**src/rtl/instr_encoder_pkg.sv**
```systemverilog
// Shared instruction-set constants: instr_type codes, MIPS opcode/funct
// fields, instruction-memory window and encoder FSM states.
package instr_encoder_pkg;

    // Instruction codes exchanged between the control unit and the encoder
    typedef enum logic [7:0] {
        IT_ADD = 8'h80,
        IT_SUB = 8'h81,
        IT_ORI = 8'h82,
        IT_LUI = 8'h83,
        IT_LW  = 8'h84,
        IT_SW  = 8'h85,
        IT_BEQ = 8'h86,
        IT_JAL = 8'h87,
        IT_JR  = 8'h88,
        IT_NOP = 8'h89
    } instr_type_e;

    // Primary opcodes
    localparam logic [5:0] OP_RTYPE = 6'b000000;
    localparam logic [5:0] OP_ORI   = 6'b001101;
    localparam logic [5:0] OP_LUI   = 6'b001111;
    localparam logic [5:0] OP_LW    = 6'b100011;
    localparam logic [5:0] OP_SW    = 6'b101011;
    localparam logic [5:0] OP_BEQ   = 6'b000100;
    localparam logic [5:0] OP_JAL   = 6'b000011;

    // R-type function codes
    localparam logic [5:0] FN_ADD   = 6'b100000;
    localparam logic [5:0] FN_SUB   = 6'b100010;
    localparam logic [5:0] FN_JR    = 6'b001000;

    // Instruction memory window written by the encoder
    localparam logic [31:0] IM_BASE_ADDR = 32'h0000_3000;
    localparam logic [10:0] IM_CAPACITY  = 11'd1024;

    // Encoder write-sequencer states
    typedef enum logic [1:0] {
        ST_IDLE = 2'd0,
        ST_RUN  = 2'd1,
        ST_FULL = 2'd2
    } enc_state_e;

endpackage

```
**src/rtl/instr_encoder_pack.sv**
```systemverilog
// Combinational packer: instruction code plus register/immediate/target
// fields in, 32-bit machine word and a "known code" flag out.
module instr_pack
    import instr_encoder_pkg::*;
(
    input  logic [7:0]  instr_type,
    input  logic [4:0]  rs,
    input  logic [4:0]  rt,
    input  logic [4:0]  rd,
    input  logic [15:0] imm,
    input  logic [25:0] target,
    output logic [31:0] word,
    output logic        known
);

    // Select the field layout for the requested instruction
    always_comb begin
        word  = 32'h0000_0000;
        known = 1'b1;
        case (instr_type_e'(instr_type))
            IT_ADD:  word = {OP_RTYPE, rs, rt, rd, 5'b00000, FN_ADD};
            IT_SUB:  word = {OP_RTYPE, rs, rt, rd, 5'b00000, FN_SUB};
            IT_ORI:  word = {OP_ORI, rs, rt, imm};
            IT_LUI:  word = {OP_LUI, 5'b00000, rt, imm};
            IT_LW:   word = {OP_LW, rs, rt, imm};
            IT_SW:   word = {OP_SW, rs, rt, imm};
            IT_BEQ:  word = {OP_BEQ, rs, rt, imm};
            IT_JAL:  word = {OP_JAL, target};
            IT_JR:   word = {OP_RTYPE, rs, 15'b0, FN_JR};
            IT_NOP:  word = 32'h0000_0000;
            default: begin
                word  = 32'h0000_0000;
                known = 1'b0;
            end
        endcase
    end

endmodule

```
**src/rtl/instr_encoder.sv**
```systemverilog
// Instruction encoder: accepts encode requests, packs them into machine
// words and writes them sequentially into instruction memory starting at
// the base address, one word per cycle when memory keeps up.
module instr_encoder
    import instr_encoder_pkg::*;
(
    input  logic        clk,
    input  logic        reset,
    input  logic        in_valid,
    output logic        in_ready,
    input  logic [7:0]  in_type,
    input  logic [4:0]  in_rs,
    input  logic [4:0]  in_rt,
    input  logic [4:0]  in_rd,
    input  logic [15:0] in_imm,
    input  logic [25:0] in_target,
    output logic        im_we,
    input  logic        im_ready,
    output logic [31:0] im_addr,
    output logic [31:0] im_wdata,
    input  logic        clear,
    output logic        full,
    output logic        err,
    output logic [10:0] count
);

    enc_state_e  state_r, state_s;
    logic        we_r, we_s;
    logic [31:0] addr_r, addr_s;
    logic [31:0] wdata_r, wdata_s;
    logic [10:0] count_r, count_s;
    logic        err_r, err_s;
    logic        full_r;
    logic [31:0] pack_word_s;
    logic        pack_known_s;
    logic        ready_s;
    logic        accept_s;
    logic        complete_s;

    instr_pack u_pack (
        .instr_type (in_type),
        .rs         (in_rs),
        .rt         (in_rt),
        .rd         (in_rd),
        .imm        (in_imm),
        .target     (in_target),
        .word       (pack_word_s),
        .known      (pack_known_s)
    );

    // Handshake decode and next-state / next-datapath computation
    always_comb begin
        ready_s    = reset && (!we_r || im_ready) && (state_r != ST_FULL) && !clear;
        accept_s   = in_valid && ready_s;
        complete_s = we_r && im_ready;
        state_s    = state_r;
        we_s       = we_r;
        addr_s     = addr_r;
        wdata_s    = wdata_r;
        count_s    = count_r;
        err_s      = err_r;
        if (clear) begin
            we_s    = 1'b0;
            addr_s  = IM_BASE_ADDR;
            count_s = 11'd0;
            err_s   = 1'b0;
            state_s = ST_IDLE;
        end else begin
            if (complete_s) begin
                we_s    = 1'b0;
                count_s = count_r + 11'd1;
                // The final slot's address is held so the pointer never
                // leaves the instruction-memory window.
                if (count_s != IM_CAPACITY) begin
                    addr_s = addr_r + 32'd4;
                end else begin
                    addr_s = addr_r;
                end
            end else begin
                count_s = count_r;
            end
            if (accept_s) begin
                if (!pack_known_s) begin
                    err_s = 1'b1;
                end else if (count_s == IM_CAPACITY) begin
                    // Request taken alongside the completion that fills
                    // memory: there is no slot left, so it is dropped.
                    we_s = 1'b0;
                end else begin
                    we_s    = 1'b1;
                    wdata_s = pack_word_s;
                end
            end else begin
                we_s = we_s;
            end
            case (state_r)
                ST_IDLE: begin
                    if (complete_s) begin
                        state_s = ST_RUN;
                    end else begin
                        state_s = ST_IDLE;
                    end
                end
                ST_RUN: begin
                    if (count_s == IM_CAPACITY) begin
                        state_s = ST_FULL;
                    end else begin
                        state_s = ST_RUN;
                    end
                end
                ST_FULL: state_s = ST_FULL;
                default: state_s = ST_IDLE;
            endcase
        end
    end

    // State and datapath registers with synchronous active-low reset
    always_ff @(posedge clk) begin
        if (!reset) begin
            state_r <= ST_IDLE;
            we_r    <= 1'b0;
            addr_r  <= IM_BASE_ADDR;
            wdata_r <= 32'h0000_0000;
            count_r <= 11'd0;
            err_r   <= 1'b0;
            full_r  <= 1'b0;
        end else begin
            state_r <= state_s;
            we_r    <= we_s;
            addr_r  <= addr_s;
            wdata_r <= wdata_s;
            count_r <= count_s;
            err_r   <= err_s;
            full_r  <= (state_s == ST_FULL);
        end
    end

    assign in_ready = ready_s;
    assign im_we    = we_r;
    assign im_addr  = addr_r;
    assign im_wdata = wdata_r;
    assign count    = count_r;
    assign err      = err_r;
    assign full     = full_r;

endmodule

```
**config.mk**
```make
export PLATFORM = sky130hd
export DESIGN_NAME = instr_encoder
export DESIGN_NICKNAME = d
export VERILOG_FILES = /design/src/rtl/instr_encoder_pkg.sv /design/src/rtl/instr_encoder_pack.sv /design/src/rtl/instr_encoder.sv
export SDC_FILE = /design/constraint.sdc
export NUM_CORES = 1
export LEC_CHECK = 0
export BUFFER_PORTS_ARGS = -buffer_cell sky130_fd_sc_hd__buf_2
export CORE_MARGIN = 2
export CORE_UTILIZATION = 35
export DETAILED_ROUTE_END_ITERATION = 8
export PLACE_DENSITY_LB_ADDON = 0.25
export SLEW_MARGIN = 20
export SYNTH_ARGS = -nofsm -noshare
export SYNTH_HDL_FRONTEND = slang
export SYNTH_SLANG_ARGS = --single-unit
```
**constraint.sdc**
```tcl
create_clock -name clk -period 3.4 [get_ports clk]
set_input_delay 0.17 -clock clk [delete_from_list [all_inputs] [get_ports clk]]
set_output_delay 0.17 -clock clk [all_outputs]
set_load 0.01 [all_outputs]
```
# Word-level counts from Yosys, hierarchy flattened
# Cells that the tools add are included.
dict set report word_totals {
  reg_bits 80
  latchBits 0
  mem_bits_rw 0
  mem_bits_ro 0
  out_inout_bits 79
  mem_count 0
}
dict set report op_classes {
  add_sub_neg 2
  mul 0
  div_mod_pow 0
  order_cmp 0
  n_eq_ne 16
  shifts 0
  n_mux 12
  bitwise_logic 4
  reduce_logical 14
}
# op count
set op_table {}
lappend op_table {{case mux 32 bit (9 select lines)} 1}
lappend op_table {{== test 8 bit, second input constant} 10}
lappend op_table {{adder 32 x 3 -> 32 bit, second input constant} 1}
lappend op_table {{two-way mux 11 bit} 2}
lappend op_table {{adder 11 x 1 -> 11 bit, second input constant} 1}
lappend op_table {{== test 11 bit, second input constant} 1}
lappend op_table {{!= test 11 bit, second input constant} 1}
lappend op_table {{OR reduction 10 bit} 1}
lappend op_table {{two-way mux 1 bit} 6}
lappend op_table {{case mux 2 bit (3 select lines)} 1}
lappend op_table {{logical AND 1 bit} 5}
lappend op_table {{== test 2 bit, second input constant} 2}
lappend op_table {{two-way mux 2 bit} 2}
lappend op_table {{NOT 1 bit} 4}
lappend op_table {{AND reduction 2 bit} 2}
lappend op_table {{AND reduction 4 bit} 1}
lappend op_table {{== test 2 x 1 -> 1 bit, second input constant} 1}
lappend op_table {{logical NOT 1 bit} 2}
lappend op_table {{logical NOT 2 bit} 1}
lappend op_table {{!= test 2 bit, second input constant} 1}
lappend op_table {{OR reduction 2 bit} 1}
lappend op_table {{logical OR 1 bit} 1}

# Logic depth before layout (Yosys ltp)
# Gate-level depths: netlist of the first run.
dict set report logic_depth {
  word_depth 8
  depth_mapped 10
  ltp_nobuf 7
}

# Modules after synthesis
# Synthesis of the first run repeated with hierarchy kept, for this count alone.
dict set report hier_totals {
  hier_cells 544
  area_unflattened_um2 4394.2
}
# mod instances cells_per_inst area_per_inst_um2 seq_area_each_um2
set by_module_without_submodules {}
lappend by_module_without_submodules {instr_encoder 1 436 3652.3 1561.5}
lappend by_module_without_submodules {instr_pack 1 108 742.0 0.0}

# Worst setup path after synthesis of the first run
# OpenSTA, ideal clock, no wires.
dict set report synth_path {
  kind {reg2reg}
  startpoint {register count_r[0] (netlist: count[0])}
  endpoint {register wdata_r[11] (netlist: im_wdata[11])}
  arrival_time_ps 2408
  t_required_ps 3273
  slack_ps 865
  path_stages_with_launch 10
  cell_sequence {dfxtp_1 > ha_1 > buf_2 > nand2_1 > nor4_1 > mux2i_1 > nand4_2 > nand3_1 > clkbuf_1 > o2bb2ai_1}
}
dict set report synth_via {
  elab_chain_cells 6
}
# item line
set synth_rtl {}
lappend synth_rtl {{start, declared} instr_encoder.sv:31} ;# logic [10:0] count_r, count_s;
lappend synth_rtl {{start signal, assigned} instr_encoder.sv:132} ;# count_r <= count_s;
lappend synth_rtl {{adder 11 x 1 -> 11 bit} instr_encoder.sv:71} ;# count_s = count_r + 11'd1;
lappend synth_rtl {{two-way mux 11 bit (*)} instr_encoder.sv:69} ;# if (complete_s) begin
lappend synth_rtl {{two-way mux 11 bit (*)} instr_encoder.sv:62} ;# if (clear) begin
lappend synth_rtl {{== test 11 bit (*)} instr_encoder.sv:85} ;# end else if (count_s == IM_CAPACITY) begin
lappend synth_rtl {{NOT 1 bit (no source line) (*)} n/a}
lappend synth_rtl {{AND reduction 4 bit (no source line) (*)} n/a}
lappend synth_rtl {{end signal, assigned} instr_encoder.sv:131} ;# wdata_r <= wdata_s;
lappend synth_rtl {{end, declared} instr_encoder.sv:30} ;# logic [31:0] wdata_r, wdata_s;
# Mark *: on every way between the ends. The rest lies on a longest branch, timed or not. The select of a mux whose other input is x is not followed.
# A chain may end at the register's enable or synchronous reset.

# Final worst setup path of the first run
dict set report layout_path {
  startpoint {register count_r[0] (netlist: count[0])}
  endpoint {register wdata_r[16] (netlist: im_wdata[16])}
}
# The elaborated chain is that of the path after synthesis.

==> results.toml, run 1 <==
[cts]
postCtsSetupRepairBufs = 0
cts_tree = "done"
ctsResizeCount = 0
cts.sink_count = 77
clk_pin_slew_ps = 70
cts_inserted_buffers = 9
hold_buffers = 0
root_buffer = "clkbuf_16"
cts.htree.levels = 3
clk_latency_ps = 330
cts_max_path_buffers = 2

[detailed_routing]
drc = 0
first_iter_violations = 192
first_pass_iters = 4
num_vias = 4084
postRouteAntennaNets = 0
via_per_inst = 5.34
wl_per_cell_um = 14.7
routed_wl_mm = 11.2

[sta]
fin_skew_ps = 8.78
hold_viol_final = 0
max_freq_mhz = 347
setup_viol = 0
min_period_ps = 2880
timing.final.crit_share_pct = 84.6
postLayoutSetupSlackWorst_ps = 522
max_slew_margin_pct = 31.1
rsz0062_at_grt = "false"
slew_viol_final = 0
tightest_slew_ps = 1030
tns_ps = 0

[floorplan]
dieArea_sq_um = 12700
die_y_um = 113
ios = 149
start_util_pct = 36.1
die_w_um = 113
rows = 39
core_sq_um = 11500

[worst_setup_path]
critical_path_peak_fanout = 17
crit_type = "reg2reg"
rr_startpoint = "count[0]$_SDFF_PP0_"
required_ps = 3590
worstSetupStartpoint = "count[0]$_SDFF_PP0_"
worstPathArrival_ps = 3070
worstSetupStartpointType = "flop"
rr_worst_depth = 7
end_kind = "flop"

[power]
swShare_pct = 22.6
switching_power_w = 0.000475
power_density_nw_per_um2 = 402
pwr-share-clk_pct = 50.9
peakVddDrop_mv = 0.196
p_int_w = 0.00163
combPwrFrac_pct = 6.2
seqPwrFrac_pct = 42.9
p_leak_nw = 2.23

[logic_synthesis]
syn_inst = 491
yosysWarnings = 0
ys_ff_latch = 77
ys_top_cells_by_area = "dfxtp_1 (37%), nand2_1 (6.2%), mux2i_1 (5.3%)"
postSynthAreaPerCell_sq_um = 8.44
synthFlopType = "dfxtp_1"
synth.top_cell.area_share_pct = 37.2
ys_async_sr_fraction_pct = 0
synth_top_cell_by_area = "dfxtp_1"
synth_cell_types = 62
synth.cell_area_sq_um = 4150
yosysSeqAreaShare_pct = 37.2
synth_edf_count = 0

[placement]
dp_hpwl_mm = 8.37
pre_cts_slack_ps = 514
gp_congestion = 0.852
portBuffers = 145

[grt]
grt_use_total_pct = 17.4
grt_pass1_vias = 3841
grt_remaining_overflow = 0
antenna_found_initial = 0
grt_pass1_wl_mm = 18.3
grt_max_degree = 43

[hold_path]
min_path_type = "in2reg"
worstHoldStart = "in_target[18]"
whs_path_depth = 3

[finish]
fin_nets = 689
drive_above_1_share_pct = 32.5
n_antenna_cell = 0
syn2layout_area_growth_pct = 26.3

[outcome]
outcome = "finished, final reports clean"

[run]
drv_cap = 0
per-stage QoR:
step / std cells / power (W) / hold slack (ps) / instance area [sq um] / util [%]
after CTS: 765 / 0.00212 / 102 / 5230 / 45.6
final: 765 / 0.00211 / 109 / 5230 / 45.6
after detailed placement: 749 / 0.00106 / 442 / 4900 / 42.7
after global routing: 765 / 0.00218 / 110 / 5230 / 45.6
after floorplan: 493 / 0.000997 / 345 / 4150 / -
after global placement: 749 / 0.00105 / 435 / 4900 / 42.7
critical path: stages, from the launching register on:
cell,delay [ps]
dfxtp_1,490
ha_1,370
nand2_1,200
nor4_1,480
mux2i_1,290
nand4_2,200
nand3_1,530
o2bb2ai_1,170
registers in the layout, summed over array words and instances, names as in the netlist:
| name | count |
|---|---|
| err | 1 |
| im_we | 1 |
| im_addr | 30 |
| count | 11 |
| full | 1 |
| state_r | 2 |
| im_wdata | 31 |
per-layer routing:
metal  GRT usage, %  up-vias  part of all wire, %
met2           29.0      143                   47
met4           5.53        0                  1.3
met3           4.39       14                  6.6
met5              0        -                    0
met1           22.0     1885                   45
li1               -     2042                    -
worst paths after layout:
kind | end | slack [ps]
worst max register to register | im_wdata[16]$_SDFFE_PN0P_ | 520
worst max-delay path | im_wdata[16]$_SDFFE_PN0P_ | 520
worst min register to register | state_r[0]$_SDFF_PN0_ | 450
worst min-delay path | im_wdata[18]$_SDFFE_PN0P_ | 110
power groups by stage:
stage / logic [W] / registers [W] / clock network [W]
6_report: 0.000131 / 0.000903 / 0.00107
5_1_grt: 0.000146 / 0.000902 / 0.00113
4_1_cts: 0.000133 / 0.000903 / 0.00109
3_5_place_dp: 0.000132 / 0.000923 / 0
3_3_place_gp: 0.000130 / 0.000923 / 0
2_1_floorplan: 0.0000731 / 0.000924 / 0
cell type report:
class | instances | area [sq um]
Timing Repair Buffer | 153 | 786
Clock inverter | 6 | 92.6
Fill cell | 1123 | 6230
Inverter | 11 | 41.3
Tap cell | 143 | 179
Multi-Input combinational cell | 365 | 2350
Clock buffer | 10 | 239
Sequential cell | 77 | 1540
synthesized netlist by cell type (9+ instances only):
cell,instances
nor3_1,9
a21oi_2,9
buf_2,10
nand2_1,68
xnor2_1,10
or3_1,16
nand3_1,30
a21oi_1,22
o21ai_1,9
clkbuf_1,20
or4_1,9
o2bb2ai_1,17
nand4_1,9
dfxtp_1,77
inv_1,11
mux2i_1,22
and3_1,10
nor2_1,25
a22o_1,10
cells in the final DEF, fill, tap and decap left out, drive strengths merged, types with 13 or more instances in the layout:
cell | netlist | layout
a21oi | 31 | 31
buf | 19 | 153
dfxtp | 77 | 77
inv | 11 | 13
mux2i | 22 | 22
nand2 | 68 | 68
nand3 | 32 | 32
nor2 | 26 | 26
o21ai | 21 | 21
o2bb2ai | 17 | 17
or3 | 16 | 16
cells by family (layout without fill, tap and decap cells):
group / after synthesis / in the layout / synth area share, %
flops: 77 / 77 / 37.2
simple gates: 205 / 205 / 25.4
compound gates: 117 / 117 / 21.8
other cells: 1 / 3 / 0.0905
xor+xnor: 15 / 15 / 3.17
mux: 23 / 23 / 5.58
buf+inv: 51 / 180 / 6.25
fa+ha+maj: 2 / 2 / 0.604
Note: power is estimated with default switching activity, not from simulation.
==> inputs of run 2 (changes only) <==
==> constraint.sdc (replaced) <==
create_clock -name clk -period 2.45 [get_ports clk]
set_input_delay 0.1225 -clock clk [delete_from_list [all_inputs] [get_ports clk]]
set_output_delay 0.1225 -clock clk [all_outputs]
set_load 0.01 [all_outputs]
==> run 2 against run 1 <==
Compared with the run above:
- first-iteration DRC count down 4.2%
- core utilization up 0.96 points
- non-clock buffer count up 16
- via count up 1.7%
- largest cell class unchanged
- combinational power up 43%
- largest power group is now registers
- clock-buffer cell count down 1
==> results.toml, run 2 (synthesis results as in run 1) <==
[outcome]
outcome = "finished, final reports clean"

[finish]
fin_nets = 705
layout_common_cells = "buf_2 (145), dfxtp_1 (76), nand2_1 (68)"
design_area_sq_um = 5340
syn2layout_area_growth_pct = 28.9
layout.cells.most_common = "buf_2"
n_antenna_cell = 0
largest_reg_flops = 31
fin_util_pct = 46.6
drive_above_1_share_pct = 34.5
fillerInstances = 1140

[floorplan]
die_w_um = 113
rows = 39
dieArea_sq_um = 12700
die_y_um = 113
ios = 149
start_util_pct = 36.1
core_sq_um = 11500

[cts]
hold_buffers = 0
cts.sink_count = 77
clk_pin_slew_ps = 60
clk_latency_ps = 330
root_buffer = "clkbuf_16"
cts_inserted_buffers = 9
cts_tree = "done"
cts_max_path_buffers = 2
cts.htree.levels = 3
ctsResizeCount = 0
postCtsSetupRepairBufs = 0

[worst_setup_path]
critical_path_peak_fanout = 17
crit_top_cell = "buf_4"
critPathMaxStageDelay_ps = 370
worstPathArrival_ps = 2530
worst-path-buf-inv = 2
crit_chain = "ha_1 > buf_4 > xor2_1 > nor4b_1 > a2bb2oi_1 > nand4_2 > a31oi_2 > buf_4 > o2bb2ai_1"
worstSetupStartpointType = "flop"
crit_type = "reg2reg"
crit_slowest_cell = "dfxtp_1"
required_ps = 2710
cp_top_family = "compound AO/OA/AOI/OAI gates"
end_kind = "flop"

[sta]
slew_viol_final = 0
min_period_ps = 2270
max_slew_margin_pct = 64.7
setup_viol = 0
tightest_slew_ps = 529
rsz0062_at_grt = "false"
timing.final.crit_share_pct = 92.5
postLayoutSetupSlackWorst_ps = 184
tns_ps = 0
fin_skew_ps = 7.34
max_freq_mhz = 441
hold_viol_final = 0

[detailed_routing]
wl_per_cell_um = 14.9
postRouteAntennaNets = 0
first_iter_violations = 184
routed_wl_mm = 11.6
drc = 0
num_vias = 4154
first_pass_iters = 5
via_per_inst = 5.33

[power]
total_power_w = 0.00266
combPwrFrac_pct = 7.0
switching_power_w = 0.000645
peakVddDrop_mv = 0.322
swShare_pct = 24.2
p_int_w = 0.00202
pwr-share-clk_pct = 45.9
seqPwrFrac_pct = 47.1
power_density_nw_per_um2 = 498
p_leak_nw = 2.33

[grt]
grt_remaining_overflow = 0
antenna_found_initial = 0
grt_max_degree = 25
grt_pass1_wl_mm = 18.9
grt_pass1_vias = 3945
grt_use_total_pct = 18.0

[placement]
gp_congestion = 0.843
detailed_place.area_sq_um = 5070
pre_cts_slack_ps = 114
portBuffers = 145
dp_hpwl_mm = 8.80

[run]
drv_cap = 0

[hold_path]
min_path_type = "in2reg"
[run 2: changes by cell type in the layout (fill, tap and decap cells not counted), moves of 2 or more]
cell        delta
clkinv_2       +3
buf_4         +13
clkinvlp_4     -2
bufinv_16      -2
clkinv_4       +3
inv_6          -2
buf_12         +3
[run 2: worst min-delay path, cell delays in order]
cell and delay, ps:
buf_2 70, mux2i_1 50, o2bb2ai_1 110
[run 2: per-layer routing]
layer	share of wire [%]	vias to the layer above	track usage [%]
li1	-	2065	-
met1	43	1937	22.3
met2	48	142	30.7
met3	7.5	10	4.77
met4	1.1	0	5.53
met5	0	-	0
[run 2: path summary, 6_finish.rpt]
kind,start,to,slack [ps],depth (start not counted)
min reg2reg,im_wdata[29]$_SDFFE_PN0P_,im_wdata[29]$_SDFFE_PN0P_,450,1
max,count[0]$_SDFF_PP0_,im_wdata[13]$_SDFFE_PN0P_,180,9
min,in_target[16],im_wdata[16]$_SDFFE_PN0P_,50,3
max reg2reg,count[0]$_SDFF_PP0_,im_wdata[13]$_SDFFE_PN0P_,180,9
[run 2: cell type report]
cell class | count | area (sq um) | share of cell area, %
clock inverter | 6 | 41.3 | 0.773
clock buffer | 9 | 225 | 4.21
timing repair buffer | 169 | 943 | 17.7
tap | 143 | 179 | 3.35
inverter | 11 | 41.3 | 0.773
sequential | 77 | 1540 | 28.9
multi-input combinational | 365 | 2370 | 44.4
[run 2: power groups by stage]
stage / combinational [W] / clock (W) / sequential (W)
floorplan: 0.000101 / 0 / 0.00128
global placement: 0.000185 / 0 / 0.00128
detailed placement: 0.000189 / 0 / 0.00128
CTS: 0.000189 / 0.00125 / 0.00125
global route: 0.000207 / 0.00131 / 0.00125
finish: 0.000187 / 0.00122 / 0.00125
[run 2: stage by stage]
step / instances / hold slack (ps)
after CTS: 780 / 49.4
after global placement: 765 / 385
after detailed placement: 765 / 403
after global routing: 780 / 54.0
after floorplan: 493 / 298
final: 780 / 54.8
